--- src/rtl/i2s_dac_rx_pkg.sv ---
// Shared constants and types for the I2S DAC-side receiver.
// Holds default timing parameters, the channel encoding and a frame-length helper.
package i2s_rx_pkg;

  localparam int BCLK_DIV_DEF    = 16;
  localparam int SAMPLE_BITS_DEF = 16;
  localparam int SLOT_BITS_DEF   = 32;

  typedef enum logic {
    CH_LEFT  = 1'b0,
    CH_RIGHT = 1'b1
  } channel_t;

  // One frame is two slots of SLOT_BITS BCLK periods, each 2*BCLK_DIV clk cycles.
  function automatic int frame_cycles(input int bclk_div, input int slot_bits);
    return 4 * slot_bits * bclk_div;
  endfunction

endpackage

--- src/rtl/i2s_dac_rx_if.sv ---
// Sample-pair handshake bundle between the I2S receiver and its consumer.
// master = receiver side, slave = consumer side.
interface i2s_dac_rx_if #(
  parameter int SAMPLE_BITS = 16
);
  logic [SAMPLE_BITS-1:0] left_sample;
  logic [SAMPLE_BITS-1:0] right_sample;
  logic                   sample_valid;
  logic                   sample_ready;
  logic                   overrun;
  logic                   overrun_clr;

  modport master (
    output left_sample,
    output right_sample,
    output sample_valid,
    output overrun,
    input  sample_ready,
    input  overrun_clr
  );

  modport slave (
    input  left_sample,
    input  right_sample,
    input  sample_valid,
    input  overrun,
    output sample_ready,
    output overrun_clr
  );
endinterface

--- src/rtl/i2s_dac_rx_bclk_gen.sv ---
// BCLK/DACLRC generator: divides clk into BCLK, counts bits per frame and
// flags BCLK rise events for the capture logic.
module i2s_bclk_gen
  import i2s_rx_pkg::*;
#(
  parameter  int BCLK_DIV  = BCLK_DIV_DEF,
  parameter  int SLOT_BITS = SLOT_BITS_DEF,
  localparam int BC_W      = $clog2(2 * SLOT_BITS)
) (
  input  logic            clk,
  input  logic            rst_n,
  input  logic            enable,
  output logic            bclk,
  output logic            lrc,
  output logic            rise,
  output logic [BC_W-1:0] bit_cnt
);

  localparam int DIV_W = $clog2(BCLK_DIV);
  localparam logic [DIV_W-1:0] DIV_LAST = DIV_W'(BCLK_DIV - 1);
  localparam logic [BC_W-1:0]  BIT_LAST = BC_W'(2 * SLOT_BITS - 1);
  localparam logic [BC_W-1:0]  SLOT_LEN = BC_W'(SLOT_BITS);

  logic [DIV_W-1:0] div_cnt;
  logic             tick;
  logic             fall;
  logic [BC_W-1:0]  bit_next;

  assign tick     = enable && (div_cnt == DIV_LAST);
  assign rise     = tick && !bclk;
  assign fall     = tick && bclk;
  assign bit_next = (bit_cnt == BIT_LAST) ? '0 : bit_cnt + 1'b1;

  // lrc is updated together with bit_cnt so it switches on the BCLK falling edge.
  always_ff @(posedge clk or negedge rst_n) begin
    if (!rst_n) begin
      div_cnt <= '0;
      bclk    <= 1'b0;
      bit_cnt <= '0;
      lrc     <= 1'b0;
    end else if (!enable) begin
      div_cnt <= '0;
      bclk    <= 1'b0;
      bit_cnt <= '0;
      lrc     <= 1'b0;
    end else begin
      div_cnt <= tick ? '0 : div_cnt + 1'b1;
      if (tick) begin
        bclk <= ~bclk;
      end
      if (fall) begin
        bit_cnt <= bit_next;
        lrc     <= (bit_next >= SLOT_LEN);
      end
    end
  end

endmodule

--- src/rtl/i2s_dac_rx.sv ---
// I2S clock master and serial receiver: generates BCLK/DACLRC, deserialises
// DACDAT into left/right pairs and offers them on a valid/ready handshake.
module i2s_dac_rx
  import i2s_rx_pkg::*;
#(
  parameter int BCLK_DIV    = BCLK_DIV_DEF,
  parameter int SAMPLE_BITS = SAMPLE_BITS_DEF,
  parameter int SLOT_BITS   = SLOT_BITS_DEF
) (
  input  logic         clk_50,
  input  logic         reset_n,
  input  logic         enable,
  output logic         bclk_out,
  output logic         lrc_out,
  input  logic         dacdat_in,
  i2s_dac_rx_if.master bus
);

  localparam int BC_W = $clog2(2 * SLOT_BITS);
  localparam logic [BC_W-1:0] SLOT_LEN = BC_W'(SLOT_BITS);
  localparam logic [BC_W-1:0] LAST_POS = BC_W'(SAMPLE_BITS);

  logic                   rise;
  logic [BC_W-1:0]        bit_cnt;
  logic [BC_W-1:0]        slot_pos;
  channel_t               chan;
  logic                   dat_meta;
  logic                   dat_sync;
  logic [SAMPLE_BITS-1:0] shift_reg;
  logic [SAMPLE_BITS-1:0] shift_next;
  logic [SAMPLE_BITS-1:0] left_shadow;
  logic                   capture;
  logic                   last_bit;
  logic                   commit;

  i2s_bclk_gen #(
    .BCLK_DIV (BCLK_DIV),
    .SLOT_BITS(SLOT_BITS)
  ) u_bclk_gen (
    .clk    (clk_50),
    .rst_n  (reset_n),
    .enable (enable),
    .bclk   (bclk_out),
    .lrc    (lrc_out),
    .rise   (rise),
    .bit_cnt(bit_cnt)
  );

  always_ff @(posedge clk_50 or negedge reset_n) begin
    if (!reset_n) begin
      dat_meta <= 1'b0;
      dat_sync <= 1'b0;
    end else begin
      dat_meta <= dacdat_in;
      dat_sync <= dat_meta;
    end
  end

  // Position 0 of each slot is the I2S one-bit delay and carries no data.
  assign slot_pos   = (bit_cnt >= SLOT_LEN) ? bit_cnt - SLOT_LEN : bit_cnt;
  assign chan       = channel_t'(lrc_out);
  assign capture    = rise && (slot_pos != '0) && (slot_pos <= LAST_POS);
  assign last_bit   = rise && (slot_pos == LAST_POS);
  assign commit     = last_bit && (chan == CH_RIGHT);
  assign shift_next = {shift_reg[SAMPLE_BITS-2:0], dat_sync};

  always_ff @(posedge clk_50 or negedge reset_n) begin
    if (!reset_n) begin
      shift_reg   <= '0;
      left_shadow <= '0;
    end else if (!enable) begin
      shift_reg <= '0;
    end else begin
      if (capture) begin
        shift_reg <= shift_next;
      end
      if (last_bit && (chan == CH_LEFT)) begin
        left_shadow <= shift_next;
      end
    end
  end

  // Handshake runs regardless of enable so a pending pair can still be drained.
  always_ff @(posedge clk_50 or negedge reset_n) begin
    if (!reset_n) begin
      bus.left_sample  <= '0;
      bus.right_sample <= '0;
      bus.sample_valid <= 1'b0;
      bus.overrun      <= 1'b0;
    end else begin
      if (commit) begin
        bus.left_sample  <= left_shadow;
        bus.right_sample <= shift_next;
        bus.sample_valid <= 1'b1;
      end else if (bus.sample_valid && bus.sample_ready) begin
        bus.sample_valid <= 1'b0;
      end
      if (commit && bus.sample_valid && !bus.sample_ready) begin
        bus.overrun <= 1'b1;
      end else if (bus.overrun_clr) begin
        bus.overrun <= 1'b0;
      end
    end
  end

endmodule
--- src/flat_wrapper.sv ---
// flat-port wrapper written by rule: the top's interface ports become plain ports
module i2s_dac_rx_flat import i2s_rx_pkg::*;
#(
  parameter int BCLK_DIV    = BCLK_DIV_DEF,
  parameter int SAMPLE_BITS = SAMPLE_BITS_DEF,
  parameter int SLOT_BITS   = SLOT_BITS_DEF
)
  (clk_50, reset_n, enable, bclk_out, lrc_out, dacdat_in, bus_left_sample, bus_right_sample, bus_sample_valid, bus_overrun, bus_sample_ready, bus_overrun_clr);
  i2s_dac_rx_if #(.SAMPLE_BITS(SAMPLE_BITS)) bus_i ();
  input  logic clk_50;
  input  logic reset_n;
  input  logic enable;
  output logic bclk_out;
  output logic lrc_out;
  input  logic dacdat_in;
  output wire logic [$bits(bus_i.left_sample)-1:0] bus_left_sample;
  output wire logic [$bits(bus_i.right_sample)-1:0] bus_right_sample;
  output wire logic [$bits(bus_i.sample_valid)-1:0] bus_sample_valid;
  output wire logic [$bits(bus_i.overrun)-1:0] bus_overrun;
  input wire logic [$bits(bus_i.sample_ready)-1:0] bus_sample_ready;
  input wire logic [$bits(bus_i.overrun_clr)-1:0] bus_overrun_clr;
  assign bus_left_sample = bus_i.left_sample;
  assign bus_right_sample = bus_i.right_sample;
  assign bus_sample_valid = bus_i.sample_valid;
  assign bus_overrun = bus_i.overrun;
  assign bus_i.sample_ready = bus_sample_ready;
  assign bus_i.overrun_clr = bus_overrun_clr;
  i2s_dac_rx #(.BCLK_DIV(BCLK_DIV), .SAMPLE_BITS(SAMPLE_BITS), .SLOT_BITS(SLOT_BITS)) u_core (.clk_50(clk_50), .reset_n(reset_n), .enable(enable), .bclk_out(bclk_out), .lrc_out(lrc_out), .dacdat_in(dacdat_in), .bus(bus_i));
endmodule
--- config.mk ---
export PLATFORM = sky130hd
export DESIGN_NAME = i2s_dac_rx_flat
export DESIGN_NICKNAME = d
export VERILOG_FILES = /design/src/rtl/i2s_dac_rx_pkg.sv /design/src/rtl/i2s_dac_rx_if.sv /design/src/rtl/i2s_dac_rx_bclk_gen.sv /design/src/rtl/i2s_dac_rx.sv /design/src/flat_wrapper.sv
export SDC_FILE = /design/constraint.sdc
export NUM_CORES = 1
export LEC_CHECK = 0
export ABC_AREA = 1
export BUFFER_PORTS_ARGS = -buffer_cell sky130_fd_sc_hd__buf_2
export CAP_MARGIN = 20
export CORE_UTILIZATION = 48
export DETAILED_ROUTE_END_ITERATION = 10
export PLACE_DENSITY = 0.68
export SLEW_MARGIN = 20
export SYNTH_ARGS = -nofsm -noshare
export SYNTH_HDL_FRONTEND = slang
export SYNTH_HIERARCHICAL = 1
export SYNTH_SLANG_ARGS = --single-unit
--- constraint.sdc ---
create_clock -name clk_50 -period 1.8 [get_ports clk_50]
set_clock_uncertainty 0.05 [all_clocks]
set_input_delay 0.36 -clock clk_50 [delete_from_list [all_inputs] [get_ports clk_50]]
set_output_delay 0.36 -clock clk_50 [all_outputs]
set_load 0.05 [all_outputs]
Word-level counts from Yosys, hierarchy flattened
Cells that the tools add are included.

Register bits: 79. Bits of input ports: 6. Logic and storage cells: 59.

Add/subtract/negate cells: 3. $lt $le $gt $ge: 3. Equal/unequal tests: 6. Mux-type cells: 16. Bitwise gates (word level): 2. Reductions and logical operators: 17.

Operators by type and width (count): 15-bit two-way mux (2); 6-bit two-way mux (4); 6-bit >= comparator (second input constant) (2); 1-bit logical AND (11); 1-bit two-way mux (8); 4-bit two-way mux (2); 6-bit by 1-bit adder with 6-bit output (second input constant) (1); 6-bit by 5-bit equality test with 1-bit output (second input constant) (1); 6-bit equality test (second input constant) (1); 6-bit by 5-bit <= comparator with 1-bit output (second input constant) (1); 2-bit by 1-bit inequality test with 1-bit output (second input constant) (3); 6-bit nonzero test (1); 6-bit subtractor (second input constant) (1); 4-bit by 1-bit adder with 4-bit output (second input constant) (1); 4-bit equality test (second input constant) (1); 2-bit nonzero test (2); 1-bit logical NOT (2); 1-bit inverter (2); 2-bit AND reduction (1).

Depth between registers and ports, before layout
Word-level depth: 8. Depth in mapped cells: 10.

Hierarchy
Netlist, hierarchy kept.

Modules (own cells, without submodules): i2s_dac_rx (times used 1, cells an instance 308, area an instance 2882.8 um^2); i2s_bclk_gen (times used 1, cells an instance 69, area an instance 596.8 um^2).

Worst setup path before layout
Ideal clock, no wire load.

Kind: flip-flop to flip-flop. Start point: register u_core.u_bclk_gen.bclk. End point: register u_core.shift_reg[5]. Data arrival time: 1.674 ns. Data required time: 1.633 ns. Setup slack: -0.041 ns. Cell stages (with the launch flop): 11. Period minus slack after synthesis: 1.841 ns. Cell sequence: dfrtp_1 -> inv_1 -> nand2_2 -> nor2_1 -> nand2_1 -> inv_1 -> nand3_2 -> nand3_2 -> buf_4 -> nand2_1 -> nand2_1.

Longest elaborated chain between the ends: 5.

RTL lines: start, declared (line i2s_dac_rx_bclk_gen.sv:13) `output logic bclk,`; start signal, assigned (line i2s_dac_rx_bclk_gen.sv:49) `bclk <= ~bclk;`; 1-bit logical NOT (line i2s_dac_rx_bclk_gen.sv:30) `assign rise = tick && !bclk;`; 1-bit logical AND (line i2s_dac_rx_bclk_gen.sv:30); net u_core.rise (line i2s_dac_rx.sv:23) `logic rise;`; 1-bit logical AND (2 in a row) (line i2s_dac_rx.sv:62) `assign capture = rise && (slot_pos != '0) && (slot_pos <= LAST_POS);`; 2-bit by 1-bit inequality test with 1-bit output (no source line); end signal, assigned (line i2s_dac_rx.sv:75) `shift_reg <= shift_next;`; end, declared (line i2s_dac_rx.sv:29) `logic [SAMPLE_BITS-1:0] shift_reg;`.

The timed path passes the listed nets, and every way through them passes these cells. A chain may end at the register's enable or synchronous reset.

Final worst setup path
Start point: register u_core.u_bclk_gen.div_cnt[0]. End point: register u_core.bus.right_sample[9].

Longest elaborated chain between the ends: 5.

RTL lines: start, declared (line i2s_dac_rx_bclk_gen.sv:24) `logic [DIV_W-1:0] div_cnt;`; start signal, assigned (line i2s_dac_rx_bclk_gen.sv:47) `div_cnt <= tick ? '0 : div_cnt + 1'b1;`; 4-bit equality test (line i2s_dac_rx_bclk_gen.sv:29) `assign tick = enable && (div_cnt == DIV_LAST);`; 1-bit logical AND (line i2s_dac_rx_bclk_gen.sv:29); 1-bit logical AND (line i2s_dac_rx_bclk_gen.sv:30); net u_core.rise (line i2s_dac_rx.sv:23); 1-bit logical AND (line i2s_dac_rx.sv:63) `assign last_bit = rise && (slot_pos == LAST_POS);`; 1-bit logical AND (line i2s_dac_rx.sv:64) `assign commit = last_bit && (chan == CH_RIGHT);`; end signal, assigned (line i2s_dac_rx.sv:93) `bus.right_sample <= shift_next;`; end, declared (line i2s_dac_rx_if.sv:15) `output right_sample,`.

The timed path passes the listed nets, and every way through them passes these cells.

==> flow_summary.json <==
{
  "rr_endpoint": "u_core/bus.right_sample[9]",
  "cp-end-kind": "flip-flop",
  "cp_data_arrival_time_ns": 1.86,
  "n_antenna_cell": 0,
  "num_io_pins": 42,
  "yosys_warnings": 6,
  "synth_top_area_cell": "dfrtp_1",
  "place_hpwl_um": 4220,
  "grt_max_degree": 53,
  "finalSetupViolCount": 0,
  "synth_fp_nets": 385,
  "maxSlewHeadroom_pct": 77.6,
  "die-area_um2": 7590,
  "largest_registers": "u_core/bus.left_sample: 16 flops, u_core/bus.right_sample: 16 flops, u_core/left_shadow: 16 flops",
  "cp-start-kind": "flip-flop",
  "portBuffers": 41,
  "clockBufferDepth": 2,
  "p_switching_mw": 0.709,
  "first_global_vias": 2368,
  "cts.clk_slew.worst_paths_ns": 0.08,
  "drc_errors": 0,
  "p_per_area_nw_per_um2": 849,
  "wl_um": 6350,
  "cts_max_level": 3,
  "maxCapViolCount": 0,
  "p_seq_share_pct": 52.2,
  "dieHeight_um": 87.1,
  "status": "finished, final reports clean",
  "yosys-top-cells-area": "dfrtp_1 57%, nand2_1 14%, o21ai_2 6.0%",
  "globalRoute.totalOverflow": 0,
  "slowest_delay_ns": 0.38,
  "cp.required_ns": 1.98,
  "path_cells": "ha_2, nand3_2, nor2_4, nand2_2, nor2_8, nand2_4, buf_12, nand2_1, o21ai_2",
  "swShare_pct": 20.6,
  "path_class": "reg -> reg",
  "finalSetupTns_ns": 0,
  "syn_avg_cell_area_um2": 9.23,
  "min_period_over_period_pct": 93.0,
  "vias": 2547,
  "syn_inst": 377,
  "seq_area_frac_synth_pct": 56.8,
  "globalplace.congestion": 0.728,
  "min_to": "u_core/dat_meta",
  "slew_viol_final": 0,
  "hold_class": "in -> reg",
  "yosysUniqueCellTypes": 26,
  "whs_path_depth": 1,
  "hp-start": "dacdat_in",
  "worst_pin_slew_ns": 0.334,
  "antenna_found_initial": 0,
  "drtIter0Drc": 98,
  "die_width_um": 87.1,
  "cts_tree": "yes",
  "wl_per_cell_um": 12.1,
  "p_total_mw": 3.45,
  "power_frac_comb_pct": 3.2,
  "drtPass1Iterations": 4,
  "cts_sinks": 79,
  "area_growth_pct": 16.6,
  "ys_seq_elements": 79,
  "grt_pass1_wl_um": 10900,
  "final_common_cell": "nand2_1",
  "cts_buffers": 9,
  "drive_above_1_share_pct": 25.5,
  "peakVddDrop_mv": 0.592,
  "fin_crit_ns": 1.67,
  "p_int_mw": 2.74,
  "synth.top_cell.area_share_pct": 56.8,
  "initial_utilization_pct": 50.4,
  "grt_usage_pct": 18.7,
  "rows": 30,
  "final_cell_mix": "130 x nand2_1, 78 x dfrtp_1, 42 x inv_1",
  "p_leak_nw": 2.24,
  "cts_root_buf": "clkbuf_8",
  "synthesis.area_um2": 3480,
  "hold_viol_final": 0,
  "r2r-start": "u_core/u_bclk_gen/div_cnt[0]",
  "clock_power_share_pct": 44.6,
  "crit_slowest_cell": "dfrtp_1",
  "clk_latency_ns": 0.34,
  "nets": 432,
  "rrSetupSlack_ns": 0.13,
  "ant_nets": 0,
  "r2r_cells": 9,
  "viasPerCell": 4.86,
  "fmax_ghz": 0.597,
  "cp_max_fo": 40,
  "crit_path_start": "u_core/u_bclk_gen/div_cnt[0]",
  "core_um2": 6910
}
## synthesized netlist by cell type
cell / n
o21bai_1: 1
nor2_1: 12
nand2_1: 131
nand2_4: 4
o21ai_1: 11
nor2_2: 2
a21oi_1: 1
dfrtp_1: 79
nand3_2: 3
ha_1: 2
nor3_1: 1
xnor2_1: 1
nor2_4: 1
clkbuf_1: 4
nand4_1: 15
nor2_8: 1
xor2_1: 1
nand2_2: 4
o21ai_2: 24
nand3_1: 20
buf_2: 5
inv_1: 42
o21ai_0: 3
buf_4: 2
buf_6: 6
o211ai_1: 1
## how the worst max path moves through the flow
stage	endpoint	cells past startpoint
floorplan	u_core/bus.left_sample[10]	9
global placement	u_core/left_shadow[8]	8
detailed placement	u_core/left_shadow[7]	8
CTS	u_core/shift_reg[5]	9
global route	u_core/bus.right_sample[13]	9
finish	u_core/bus.right_sample[9]	9
## through the flow
stage          setup slack [ns]  cell area (um^2)  cells  utilization [%]  hold WS [ns]
2_1_floorplan            0.0697              3480    377                -        0.0144
3_3_place_gp             0.0699              3790    508             54.9         0.109
3_5_place_dp            0.00461              3790    508             54.9         0.109
4_1_cts                 0.00514              4050    524             58.6        0.0643
5_1_grt               -0.000432              4060    524             58.8        0.0683
6_report                  0.126              4060    524             58.8        0.0752
## kinds of logic after synthesis
| logic type | Yosys count | share of synthesized area [%] |
|---|---|---|
| flops | 79 | 56.8 |
| compound gates | 41 | 8.63 |
| buf+inv | 59 | 8.05 |
| simple gates | 194 | 25.3 |
| xor+xnor | 2 | 0.504 |
| fa+ha+maj | 2 | 0.719 |
## routing by layer
metal	part of all wire [%]	routed length (um)	vias up	track usage, %
met1	50	3160	1206	25.7
li1	-	-	1286	-
met3	3.2	203	11	2.84
met4	1.7	111	0	8.49
met5	0	0	-	0
met2	45	2870	44	29.2
## cell type report
type	instances	area [um^2]
fill	629	2850
clock inverter	5	106
timing repair buffer	53	325
inverter	42	158
multi-input combinational	239	1240
tap	96	120
sequential	79	1980
clock buffer	10	128
## worst max-delay path, delay by kind of cell (launching register included)
kind	cells	cell delay, ns
adder cells (fa/ha/maj)	1	0.21
AO/OA/AOI/OAI	1	0.05
flip-flops	1	0.38
buffers and inverters	1	0.18
AND/OR/NAND/NOR	6	0.70
## power groups by stage
| stage | combinational (mW) | clock [mW] | sequential, mW |
|---|---|---|---|
| final | 0.112 | 1.54 | 1.80 |
| after global placement | 0.109 | 0 | 1.83 |
| after floorplan | 0.0478 | 0 | 1.83 |
| after CTS | 0.114 | 1.58 | 1.80 |
| after global routing | 0.131 | 1.65 | 1.80 |
| after detailed placement | 0.111 | 0 | 1.83 |
## timing repair
| action | CTS | global route |
|---|---|---|
| hold endpoints to repair | 59 | 0 |
| endpoints found under the setup margin | 5 | 65 |
| gates resized for setup | 1 | 4 |
| cloned | 0 | 0 |
| buffers inserted | 0 | 0 |
| hold buffers | 1 | 0 |
(Power assumes the default switching activity.)
